<file path="config.mk">
export PLATFORM = sky130hd
export DESIGN_NAME = pwm_capture
export DESIGN_NICKNAME = d
export VERILOG_FILES = /design/src/rtl/pwm_capture.sv
export SDC_FILE = /design/constraint.sdc
export NUM_CORES = 1
export LEC_CHECK = 0
export CAP_MARGIN = 25
export CORE_MARGIN = 1
export CORE_UTILIZATION = 26
export DETAILED_ROUTE_END_ITERATION = 10
export PLACE_DENSITY_LB_ADDON = 0.05
export SYNTH_ARGS = -nofsm -noshare
export SYNTH_HDL_FRONTEND = slang
export SYNTH_SLANG_ARGS = --single-unit
</file>
<file path="constraint.sdc">
create_clock -name clk -period 2.4 [get_ports clk]
set_clock_uncertainty 0.2 [all_clocks]
set_input_delay 0.6 -clock clk [delete_from_list [all_inputs] [get_ports clk]]
set_output_delay 0.6 -clock clk [all_outputs]
set_load 0.01 [all_outputs]
</file>
<file path="src/rtl/pwm_capture.sv">
// Purpose: measures period and high time of an asynchronous PWM input in clk cycles.
// Latency: meas_valid on the (SYNC_STAGES+1)-th clk edge after pwm_in rises.
// Backpressure: none; each result is a one-cycle strobe that the consumer must take as it comes.
module pwm_capture #(
   parameter int CNT_WIDTH      = 32,
   parameter int SYNC_STAGES    = 2,
   parameter int TIMEOUT_CYCLES = 1_000_000
) (
   input  logic                 clk,
   input  logic                 rst_n,
   input  logic                 enable,
   input  logic                 pwm_in,
   output logic [CNT_WIDTH-1:0] period_cycles,
   output logic [CNT_WIDTH-1:0] high_cycles,
   output logic                 meas_valid,
   output logic                 signal_lost,
   output logic                 pwm_level
);

   typedef enum logic [1:0] {IDLE, ARM, MEASURE} state_t;

   localparam logic [CNT_WIDTH-1:0] TIMEOUT = CNT_WIDTH'(TIMEOUT_CYCLES);
   localparam logic [CNT_WIDTH-1:0] CNT_MAX = '1;
   localparam logic [CNT_WIDTH-1:0] ONE     = {{(CNT_WIDTH-1){1'b0}}, 1'b1};

   logic [SYNC_STAGES-1:0] sync_q;
   logic                   prev_q;
   logic                   level;
   logic                   rise;

   state_t                 state_q, state_d;
   logic [CNT_WIDTH-1:0]   run_q, run_d;
   logic [CNT_WIDTH-1:0]   high_q, high_d;
   logic [CNT_WIDTH-1:0]   per_q, per_d;
   logic [CNT_WIDTH-1:0]   hi_q, hi_d;
   logic                   vld_q, vld_d;
   logic                   lost_q, lost_d;

   // Counters stick at all-ones rather than wrapping to a small bogus value.
   function automatic logic [CNT_WIDTH-1:0] sat_inc(input logic [CNT_WIDTH-1:0] v);
      return (v == CNT_MAX) ? v : v + ONE;
   endfunction

   assign level = sync_q[SYNC_STAGES-1];
   assign rise  = level & ~prev_q;

   // Synchronizer and edge-detect history run even while disabled, so enabling
   // with the input already high cannot look like a rising edge.
   always_ff @(posedge clk or negedge rst_n) begin
      if (!rst_n) begin
         sync_q <= '0;
         prev_q <= 1'b0;
      end else begin
         sync_q <= {sync_q[SYNC_STAGES-2:0], pwm_in};
         prev_q <= level;
      end
   end

   // State, counters and published results.
   always_ff @(posedge clk or negedge rst_n) begin
      if (!rst_n) begin
         state_q <= IDLE;
         run_q   <= '0;
         high_q  <= '0;
         per_q   <= '0;
         hi_q    <= '0;
         vld_q   <= 1'b0;
         lost_q  <= 1'b0;
      end else begin
         state_q <= state_d;
         run_q   <= run_d;
         high_q  <= high_d;
         per_q   <= per_d;
         hi_q    <= hi_d;
         vld_q   <= vld_d;
         lost_q  <= lost_d;
      end
   end

   // Next-state logic: disable clears everything; a rise always beats the timeout.
   always_comb begin
      state_d = state_q;
      run_d   = run_q;
      high_d  = high_q;
      per_d   = per_q;
      hi_d    = hi_q;
      vld_d   = 1'b0;
      lost_d  = lost_q;
      if (!enable) begin
         state_d = IDLE;
         run_d   = '0;
         high_d  = '0;
         per_d   = '0;
         hi_d    = '0;
         lost_d  = 1'b0;
      end else begin
         case (state_q)
            IDLE: begin
               state_d = ARM;
            end
            ARM: begin
               // First edge only starts the count; there is no full period yet.
               if (rise) begin
                  run_d   = ONE;
                  high_d  = ONE;
                  state_d = MEASURE;
               end else if (run_q == TIMEOUT) begin
                  lost_d = 1'b1;
                  run_d  = '0;
               end else begin
                  run_d = sat_inc(run_q);
               end
            end
            MEASURE: begin
               if (rise) begin
                  per_d  = run_q;
                  hi_d   = high_q;
                  vld_d  = 1'b1;
                  lost_d = 1'b0;
                  run_d  = ONE;
                  high_d = ONE;
               end else if (run_q == TIMEOUT) begin
                  // Results hold their last values; re-arm for a fresh first edge.
                  lost_d  = 1'b1;
                  run_d   = '0;
                  high_d  = '0;
                  state_d = ARM;
               end else begin
                  run_d = sat_inc(run_q);
                  if (level) begin
                     high_d = sat_inc(high_q);
                  end
               end
            end
            default: begin
               state_d = IDLE;
            end
         endcase
      end
   end

   assign period_cycles = per_q;
   assign high_cycles   = hi_q;
   assign meas_valid    = vld_q;
   assign signal_lost   = lost_q;
   assign pwm_level     = level;

endmodule

</file>
**After elaboration in Yosys (flattened, before gate mapping)**

Cells that the tools add are included.

- Add/sub/neg operators: 2
- Multipliers: 0
- Divide/modulo/power cells: 0
- Magnitude comparators: 0
- Eq/ne operators: 16
- Shifts and indexed selects: 0
- Mux-type cells: 31
- Bitwise logic cells: 2
- Reduce and logical (&&, ||, !) cells: 7

Operators with widths:

| cell | number |
|---|---|
| $mux 32 | 17 |
| $add 32x1->32 const B | 2 |
| $eq 32x32->1 const B | 2 |
| $pmux 32 s2 | 1 |
| $eq 32x20->1 const B | 1 |
| $ne 3x3->1 const B | 4 |
| $ne 5x5->1 const B | 2 |
| $mux 2 | 4 |
| $mux 1 | 7 |
| $pmux 2 s3 | 1 |
| $reduce_and 2->1 | 3 |
| $ne 2x1->1 const B | 2 |
| $ne 4x4->1 const B | 1 |
| $reduce_and 4->1 | 1 |
| $ne 3x1->1 const B | 1 |
| $reduce_and 3->1 | 1 |
| $eq 2x1->1 const B | 1 |
| $eq 2x2->1 const B | 1 |
| $logic_not 2->1 | 1 |
| $ne 2x2->1 const B | 1 |
| $pmux 1 s2 | 1 |
| $reduce_or 2->1 | 1 |
| $and 1x1->1 | 1 |
| $not 1->1 | 1 |

- Flip-flop bits (word level): 135
- Latch bits: 0
- Bits in writable memories: 0
- Bits in read-only memories: 0
- Input bits: 4
- Output and inout port bits: 67
- Word-level logic and storage cells: 67
- Memories: 0

**Depth between registers and ports, before layout**

- Depth after elaboration: 7
- Gate-level depth with buffers: 10
- Gate-level depth less buffers: 8

**Least setup slack after synthesis**

No wires, ideal clock.

- Kind: reg-to-reg
- Start: register run_q[0]
- End: register run_q[24]
- Setup time: 95 ps
- Arrival: 2087 ps
- Data required time: 2105 ps
- Setup slack: 17 ps
- Stages on the path, launching flop included: 10
- Buffers on the path: 2
- Period minus slack after synthesis: 2383 ps
- Path through: dfrtp_1 > ha_1 > nand4_1 > or4_4 > o41ai_2 > and2_1 > buf_6 > buf_6 > o21ai_0 > o31ai_1

- Cells in the longest elaborated chain, start to end: 6
- Elaborated cells between the ends (all ways): 10
- Those cells by class: add/sub (1); eq/ne (3); mux (5); reduce/logical (1)

RTL lines:

| element | line | RTL |
|---|---|---|
| start, declared | 32 | `logic [CNT_WIDTH-1:0] run_q, run_d;` |
| start signal, assigned | 71 | `run_q <= run_d;` |
| $add 32x1->32 | 41 | `return (v == CNT_MAX) ? v : v + ONE;` |
| $mux 32 | 41 |  |
| $mux 32 | 107, 122 |  |
| $mux 32 | 115 | `if (rise) begin` |
| $mux 32 | - |  |
| $mux 32 | 89 | `if (!enable) begin` |

Parallel ways exist; a longest one is shown, timed or not. The select of a mux whose other input is x is not followed.
A chain may end at the register's enable or synchronous reset.

**Worst setup path in the final report**

- Start: register run_q[0]
- End: register run_q[23]

The elaborated chain is that of the path after synthesis.

==> flow_metrics.env <==
export IMPL_dp_slack_ns=-0.3158
export IMPL_numPortBuffers=70
export IMPL_slew_violations=0
export IMPL_cts_sinks=135
export IMPL_holdCritPathClass="reg -> reg"
export IMPL_n_antenna_cell=0
export IMPL_synth_area_leader_cell="dfrtp_1"
export IMPL_area_growth_pct=44.47
export IMPL_routed_wirelength_um=21080
export IMPL_final_nets=842
export IMPL_leakage_nw=4.052
export IMPL_crit_type="reg -> reg"
export IMPL_dieArea_sq_um=25550
export IMPL_ys_ff_latch=135
export IMPL_ff_latch_area_sq_um=3382
export IMPL_yosysSeqAreaShare_pct=52.15
export IMPL_ioPinCount=71
export IMPL_vias=6103
export IMPL_grt_usage_pct=17.10
export IMPL_peakVddDrop_uv=371.2
export IMPL_numCtsBuffers=17
export IMPL_avgSynthCellArea_sq_um=9.920
export IMPL_worst_slew_pin_slew_ns=0.4936
export IMPL_synth_edf_count=0
export IMPL_slew_headroom_pct=67.09
export IMPL_ant_nets=0
export IMPL_async_reset_ff_share_pct=100.0
export IMPL_gp_congestion=0.8843
export IMPL_fillers=2435
export IMPL_crit_required_ns=2.49
export IMPL_dp_hpwl_um=14870
export IMPL_hold_path_depth=0
export IMPL_drt_iter0_markers=315
export IMPL_multi_input_area_sq_um=2955
export IMPL_avgViaCountPerCell=5.225
export IMPL_synth_flop_cell="dfrtp_1"
export IMPL_detail_route_wl_per_cell_um=18.05
export IMPL_cp_start_kind="flop"
export IMPL_power_mw=6.379
export IMPL_synthesis_area_sq_um=6477
export IMPL_netlist_top_cells_count="dfrtp_1 (135), o21ai_0 (77), a22o_1 (65)"
export IMPL_crit_fanout=12
export IMPL_drive_above_1_share_pct=23.93
export IMPL_syn_num_nets=664
export IMPL_grt_setup_unrepaired="true"
export IMPL_synthTopCellsByArea="dfrtp_1 (52%), a22o_1 (8.8%), o21ai_0 (5.9%)"
export IMPL_grt_pass1_wl_um=34220
export IMPL_grt_max_degree=45
export IMPL_post_route_min_period_ns=2.382
export IMPL_reg2reg_depth=9
export IMPL_rows=57
export IMPL_synth_distinct_cells=54
export IMPL_clock_path_buffers=2
export IMPL_drt_pass1_iter_count=5
export IMPL_timing_reg2reg_setup_slack_ns=0.02
export IMPL_layout_cells_non_filler=1168
export IMPL_hold_viol_final=0
export IMPL_core_area_sq_um=24390
export IMPL_setup_slack_ns=0.01780
export IMPL_fmax_ghz=0.4198
export IMPL_die_y_um=159.8
export IMPL_period_share_pct=99.26
export IMPL_post_place_cells=1125
export IMPL_outcome="finished, final reports clean"
export IMPL_grt_remaining_overflow=0
export IMPL_arrival_ns=2.48
export IMPL_maxCapViolations=0
export IMPL_finalSetupViolations=0
export IMPL_clk_pin_slew_ns=0.06
export IMPL_fin_util_pct=38.37
export IMPL_p_per_area_nw_per_um2=681.7
export IMPL_grt_antenna_before_repair=0
export IMPL_drc_errors=0
export IMPL_start_util_pct=26.56
export IMPL_die_w_um=159.8
export IMPL_synth_top_area_share_pct=52.15
export IMPL_clk_latency_ns=0.42
export IMPL_cts_root_buf="clkbuf_16"
export IMPL_critPathCaptureType="flop"
export IMPL_yosysWarnings=0
export IMPL_yosysMostFrequentCell="dfrtp_1"
export IMPL_cts_tree="yes"
export IMPL_cts_htree_levels=4
export IMPL_syn_inst=653
export IMPL_grt_pass1_vias=6183
-- registers in the layout, indices dropped and copies added, names as in the netlist, 2 cells and up --
register / count
high_cycles: 32
high_q: 32
sync_q: 2
period_cycles: 32
state_q: 2
run_q: 32
-- power breakdown --
group,leakage [nW],switching (mW),internal (mW)
clock network,0.310,1.01,1.85
logic,1.87,0.638,0.522
registers,1.87,0.0391,2.32
total,4.05,1.69,4.69
-- area by class of cell --
cell class / count / share of cell area [%]
flip-flops and latches: 135 / 36.14
multi-input cells: 458 / 31.58
repair buffers: 209 / 20.76
clock buffers: 24 / 5.255
well taps: 324 / 4.332
clock inverters: 8 / 1.524
inverters: 10 / 0.4011
-- per-stage QoR --
| step | hold WS [ns] | setup TNS [ns] | area, sq um |
|---|---|---|---|
| after detailed placement | 0.1478 | -14.81 | 8443 |
| final | 0.1569 | 0 | 9358 |
| after CTS | 0.1586 | 0 | 9195 |
| after floorplan | 0.1044 | 0 | 6477 |
| after global placement | 0.1439 | -9.597 | 8443 |
| after global routing | 0.1737 | -1.402 | 9358 |
-- layer usage --
layer	part of all wire (%)	vias up	global-route usage, %
li1	-	2854	-
met4	1.4	0	5.671
met3	2.8	19	3.169
met1	43	3108	20.76
met5	0	-	0
met2	52	122	30.37
-- worst max-delay path: stages (launching register included) --
cell and delay, ns:
dfrtp_1 0.41, ha_2 0.20, nand4_1 0.12, or4_4 0.47, o41ai_4 0.25, buf_4 0.18, nor2_2 0.05, buf_6 0.15
nand3b_1 0.14, o21ai_0 0.09
-- placed cells by master, fill, tap and decap left out, drive strengths merged, types with 15 or more instances in the layout --
| cell type | Yosys | final |
|---|---|---|
| a22o | 66 | 66 |
| nor2 | 42 | 42 |
| clkdlybuf4s50 | 0 | 69 |
| o21ai | 80 | 80 |
| o31ai | 18 | 18 |
| clkbuf | 34 | 25 |
| nand4 | 32 | 32 |
| nand2 | 49 | 49 |
| nand3 | 28 | 28 |
| a21oi | 26 | 26 |
| a31oi | 15 | 15 |
| dfrtp | 135 | 135 |
| buf | 16 | 138 |
-- cell families (layout without fill, tap and decap cells) --
kind of cell / count (synthesis) / in the layout / share of synthesized area, %
muxes: 2 / 2 / 0.3091
and+or+nand+nor: 215 / 215 / 17.38
DFF: 135 / 135 / 52.15
buffers and inverters: 60 / 251 / 4.269
adders and majority gates: 7 / 7 / 1.352
AOI/OAI and AO/OA: 234 / 234 / 24.53
-- final timing paths --
| check | start | to |
|---|---|---|
| min in group asynchronous | rst_n | high_cycles[13] |
| max | run_q[0] | run_q[23] |
| min reg2reg | sync_q[0] | sync_q[1] |
| max reg2reg | run_q[0] | run_q[23] |
| max in group asynchronous | rst_n | high_cycles[3] |
| min | sync_q[0] | sync_q[1] |
-- timing repair --
action / in CTS / in global routing
endpoints found under the setup margin: 67 / 57
pin swaps: 3 / 6
hold endpoints to repair: 39 / 0
gates cloned: 2 / 1
hold buffers: 1 / 0
gates resized for setup: 19 / 69
buffers inserted: 4 / 4
Power figures use the tool's default switching activity.
==> variant 1, RTL diff (same flow settings) <==
Register the output `pwm_level`; this adds one clock of latency there. The other outputs are not delayed to match.
--- a/src/rtl/pwm_capture.sv
+++ b/src/rtl/pwm_capture.sv
@@ -143,7 +143,9 @@
    assign high_cycles   = hi_q;
    assign meas_valid    = vld_q;
    assign signal_lost   = lost_q;
-   assign pwm_level     = level;
+   always_ff @(posedge clk) begin
+      pwm_level <= level;
+   end
 
 endmodule
 
Check against the original RTL: not equivalent (Yosys sat finds a counterexample within 4 cycles, from zero or initial values and one cycle with rst_n low).
==> variant 1 against the unedited design <==
  * Sequential share of layout area rose by 1.0 points
  * Wire length fell by 2.3%
  * Critical endpoint is now run_q[20]$_DFFE_PN0P_
  * Critical path depth fell by 1
  * Non-clock buffer count fell by 12
  * Sequential cell count rose by 1
  * Critical path type unchanged
  * Setup slack improved by 22 ps
  * Cell area fell by 2.1%
  * Area after synthesis rose by 0.31%
  * Power fell by 6.2%
  * Maximum frequency rose by 0.93%
  * Final cell count fell by 1.0%
==> variant 1: results (changes against the unedited design) <==
** Run status
- The run finished with clean final reports.

** Setup path
- The critical path arrival is 2510 ps (+30 ps).
- Among all stages on the critical path, the largest delay is contributed by sky130_fd_sc_hd__or4_4.
- Largest driver fanout on the critical path :: 13 (+1)

** Cells and area
- Share of cell area taken by multi-input logic gates :: 31.9% (+0.29 points)
- The net count of the finished layout is 831 (-1.3%).
- The number of clock buffers in the layout is 23 (-4.2%).
- Antenna cell count :: 0 (unchanged)
- Multi-input combinational cell count :: 458 (unchanged)
- The register area was 0.00340 mm2 (+0.55%).
- The number of standard cells in the layout, taps in and fillers out is 1156 (-1.0%).
- The fraction of cell area in non-clock buffers was 20.1% (-0.63 points).
- The share of final layout cell area taken by clock buffers and inverters was 6.01% (-0.77 points).
- Number of fillers in the final layout :: 2451 (+0.66%)
- Share of layout cells above drive strength 1 :: 21.8% (-2.2 points)
- Number of sequential cells in the layout :: 136 (+0.74%)
- Nonclk buf count :: 197 (-5.7%)

** Placed design
- The cell total after placement was 1120 (-0.44%).
- HPWL after DPL :: 14.7 mm (-0.96%)
- The final estimated routing congestion in global placement is 0.854 (-3.5%).

** Pwr
- Highest ir drop seen on vdd :: 0.402 mV (+8.4%)
- Static Leak :: 3.96 nW (-2.4%)
- Net load switching power :: 1.68 mW (-0.67%)
- The combinational cell fraction of total power is 18.4% (+0.2 points).
- Share of power burned in registers :: 39.7% (+2.7 points)

** Synthesis
- The net count after synthesis came to 665 (+0.15%).
- The number of warnings reported in the yosys synthesis log was 0 (unchanged).
- Number of instances in the synthesized netlist :: 654 (+0.15%)
- Largest cells by area after synthesis :: sky130_fd_sc_hd__dfrtp_1 (52%), sky130_fd_sc_hd__a22o_1 (8.8%), sky130_fd_sc_hd__o21ai_0 (5.9%), sky130_fd_sc_hd__nand4_1 (3.1%), sky130_fd_sc_hd__nand2_1 (2.8%)
- Count of different cell masters after synthesis :: 55 (+1.9%)
- The async set-or-reset flop fraction in the synthesized netlist came to 99.3% (-0.74 points).
- The part of the Yosys area used for sequential elements is 52.3% (+0.15 points).

** CTS
- The count of hold-fix buffers inserted at cts came to 1 (unchanged).
- For the worst-skew pair, the clock arrives at the later sink with an insertion delay of 430 ps.
- PostCTS Resize Cnt :: 7 (-12)
- CTS H-Tree Depth :: 4 (unchanged)
- Number of setup buffers added after CTS :: 1 (-3)

** Global route
- Total routing resource utilization after global routing :: 16.5% (-0.57 points)
- The initial antenna violation count came to 0 (unchanged).
- The via count of the first global-routing pass came to 6042 (-2.3%).
- The wire length of the first global-routing pass was 33.3 mm (-2.8%).

** Worst hold path
- In this run the worst hold path is classified as register to register.

** Drt
- Wire length per cell :: 17.8 um (-1.3%)
- The count of routing violations after the opening detailed-route iteration came to 251 (-20%).
- Total number of vias :: 5934 (-2.8%)
- The total iterations of the first detailed-routing run came to 4 (-1).

** Timing
- The transition time at the pin with the least slew margin was 475 ps (-19.1 ps).
## variant 1: kinds of logic after synthesis
family / after synthesis / share of synthesized area, %
flip-flops: 136 / 52.3
multiplexers: 2 / 0.308
buffers and inverters: 60 / 4.26
AO/OA/AOI/OAI: 234 / 24.5
adder cells (fa/ha/maj): 7 / 1.35
AND/OR/NAND/NOR: 215 / 17.3
## variant 1: routing by layer
metal | global-route usage, % | share of wire [%]
met5 | 0 | 0
met4 | 6.36 | 1.7
met3 | 2.91 | 3.1
met2 | 28.7 | 51
met1 | 20.3 | 44
## variant 1: per-stage QoR
stage | area (um2) | total power, mW | hold slack, ps | setup TNS (ps) | setup slack (ps)
finish | 9160 | 5.99 | 151 | 0 | 39.8
global route | 9160 | 6.28 | 154 | -1240 | -71.7
CTS | 9040 | 5.98 | 154 | -78.8 | -20.5
detailed placement | 8430 | 3.37 | 141 | -4420 | -238
global placement | 8430 | 3.36 | 136 | -3570 | -191
floorplan | 6500 | 2.95 | 104 | 0 | 17.3
## variant 1: final timing paths
check | end | startpoint | slack (ps) | cells after the start
worst max-delay path | run_q[20]$_DFFE_PN0P_ | run_q[1]$_DFFE_PN0P_ | 40 | 8
worst min-delay path | sync_q[1]$_DFF_PN0_ | sync_q[0]$_DFF_PN0_ | 150 | 0
worst max register to register | run_q[20]$_DFFE_PN0P_ | run_q[1]$_DFFE_PN0P_ | 40 | 8
worst min register to register | sync_q[1]$_DFF_PN0_ | sync_q[0]$_DFF_PN0_ | 150 | 0
max in group asynchronous | period_cycles[7]$_DFFE_PN0P_ | rst_n | 940 | 3
min in group asynchronous | high_cycles[5]$_DFFE_PN0P_ | rst_n | 470 | 2
==> variant 2, RTL diff (config.mk and constraints unchanged) <==
Made on the original files. Change the parameter `SYNC_STAGES` from 2 to 4.
--- a/src/rtl/pwm_capture.sv
+++ b/src/rtl/pwm_capture.sv
@@ -3,7 +3,7 @@
 // Backpressure: none; each result is a one-cycle strobe that the consumer must take as it comes.
 module pwm_capture #(
    parameter int CNT_WIDTH      = 32,
-   parameter int SYNC_STAGES    = 2,
+   parameter int SYNC_STAGES    = 4,
    parameter int TIMEOUT_CYCLES = 1_000_000
 ) (
    input  logic                 clk,
Function: changed (Yosys sat finds a counterexample within 4 cycles, from zero or initial values and one cycle with rst_n low).
==> variant 2 against the unedited design <==
  * The flow now finishes with violations (setup timing)
  * First-iteration DRC count decreased by 16%
  * Sequential share of layout area fell by 1.0 points
  * Setup slack got worse by 170 ps
  * Sequential cell count up 2
  * Core utilization rose by 1.9 points
  * Power up 4.0%
  * Hold slack worse by 5.4 ps
  * Cell area grew 4.6%
  * Via count fell by 5.2%
  * Wire length is 4.0% lower
  * Area after synthesis decreased by 0.71%
  * Highest routed layer unchanged
  * Die area down 0.71%
==> variant 2: results (changes against the unedited design) <==
** Run status
- Result of the run :: complete, but fails checks
- Violations in the final reports :: setup timing

** Placed design
- The post-placement worst setup slack came to -331 ps (-15.6 ps).
- The half-perimeter wire length after detailed placement is 13.6 mm (-8.7%).

** Setup path
- The most critical setup path has its startpoint at run_q[20]$_DFFE_PN0P_.
- Data arrival time of the worst path :: 2660 ps (+180 ps)
- Largest driver fanout on the critical path :: 6 (-6)

** Cells and area
- The fraction of cell area in non-clock buffers was 22.0% (+1.2 points).
- The net count of the finished layout came to 835 (-0.83%).
- The share of final layout cell area taken by clock buffers and inverters was 6.43% (-0.35 points).
- The count of fill cells added during filler insertion came to 2353 (-3.4%).

** Global route
- The global-route track usage on met2 was 23.7% (-6.6 points).
- Total routing resource utilization after global routing :: 16.2% (-0.91 points)
- Maximum number of pins on one net before global-route repair :: 47 (+4.4%)
- The met1 track utilization from global routing came to 23.6% (+2.9 points).
- The wire length of the first global-routing pass was 32.4 mm (-5.2%).

** Worst hold path
- The worst hold path terminates at sync_q[3]$_DFF_PN0_.

** Synthesis
- Top cells by count, synth :: sky130_fd_sc_hd__dfrtp_1 (137), sky130_fd_sc_hd__a22o_1 (64), sky130_fd_sc_hd__nand2_1 (43), sky130_fd_sc_hd__nor2_1 (42), sky130_fd_sc_hd__o21ai_0 (39)
- The share of cell area taken by muxes after synthesis is 0% (-0.31 points).

** Timing
- Setup slack of the critical path after layout :: -157 ps (-175 ps)
- The number of failing setup endpoints in the final timing report came to 37 (+37).

** Pwr
- The combinational cell fraction of total power was 21.4% (+3.2 points).
- The largest voltage drop on the vdd net came to 0.413 mV (+11%).

** Drt
- Met3 wire len :: 673 um (+12%)
- The wire length on met2 was 8.76 mm (-21%).
-- variant 2: cell count changes after synthesis, moves of 5 or more --
cell                       before  now
sky130_fd_sc_hd__o21ai_0       77   39
sky130_fd_sc_hd__nand4_1       32   18
sky130_fd_sc_hd__clkbuf_1      33   27
sky130_fd_sc_hd__a21oi_1       26   17
sky130_fd_sc_hd__nand2_1       49   43
sky130_fd_sc_hd__o21ai_1        3    8
sky130_fd_sc_hd__a211o_1        1    6
sky130_fd_sc_hd__a31oi_1       15   20
sky130_fd_sc_hd__o31ai_1       18   28
-- variant 2: through the flow --
step           power (mW)  utilization, %  hold slack (ps)  TNS, ps  instances
2_1_floorplan        3.01               -              104     -865        619
3_3_place_gp         3.43            35.0              137   -10820       1102
3_5_place_dp         3.45            35.0              144   -13580       1102
4_1_cts              6.51            38.9              151    -3980       1152
5_1_grt              6.94            40.2              157    -6960       1161
6_report             6.64            40.2              152    -2900       1161
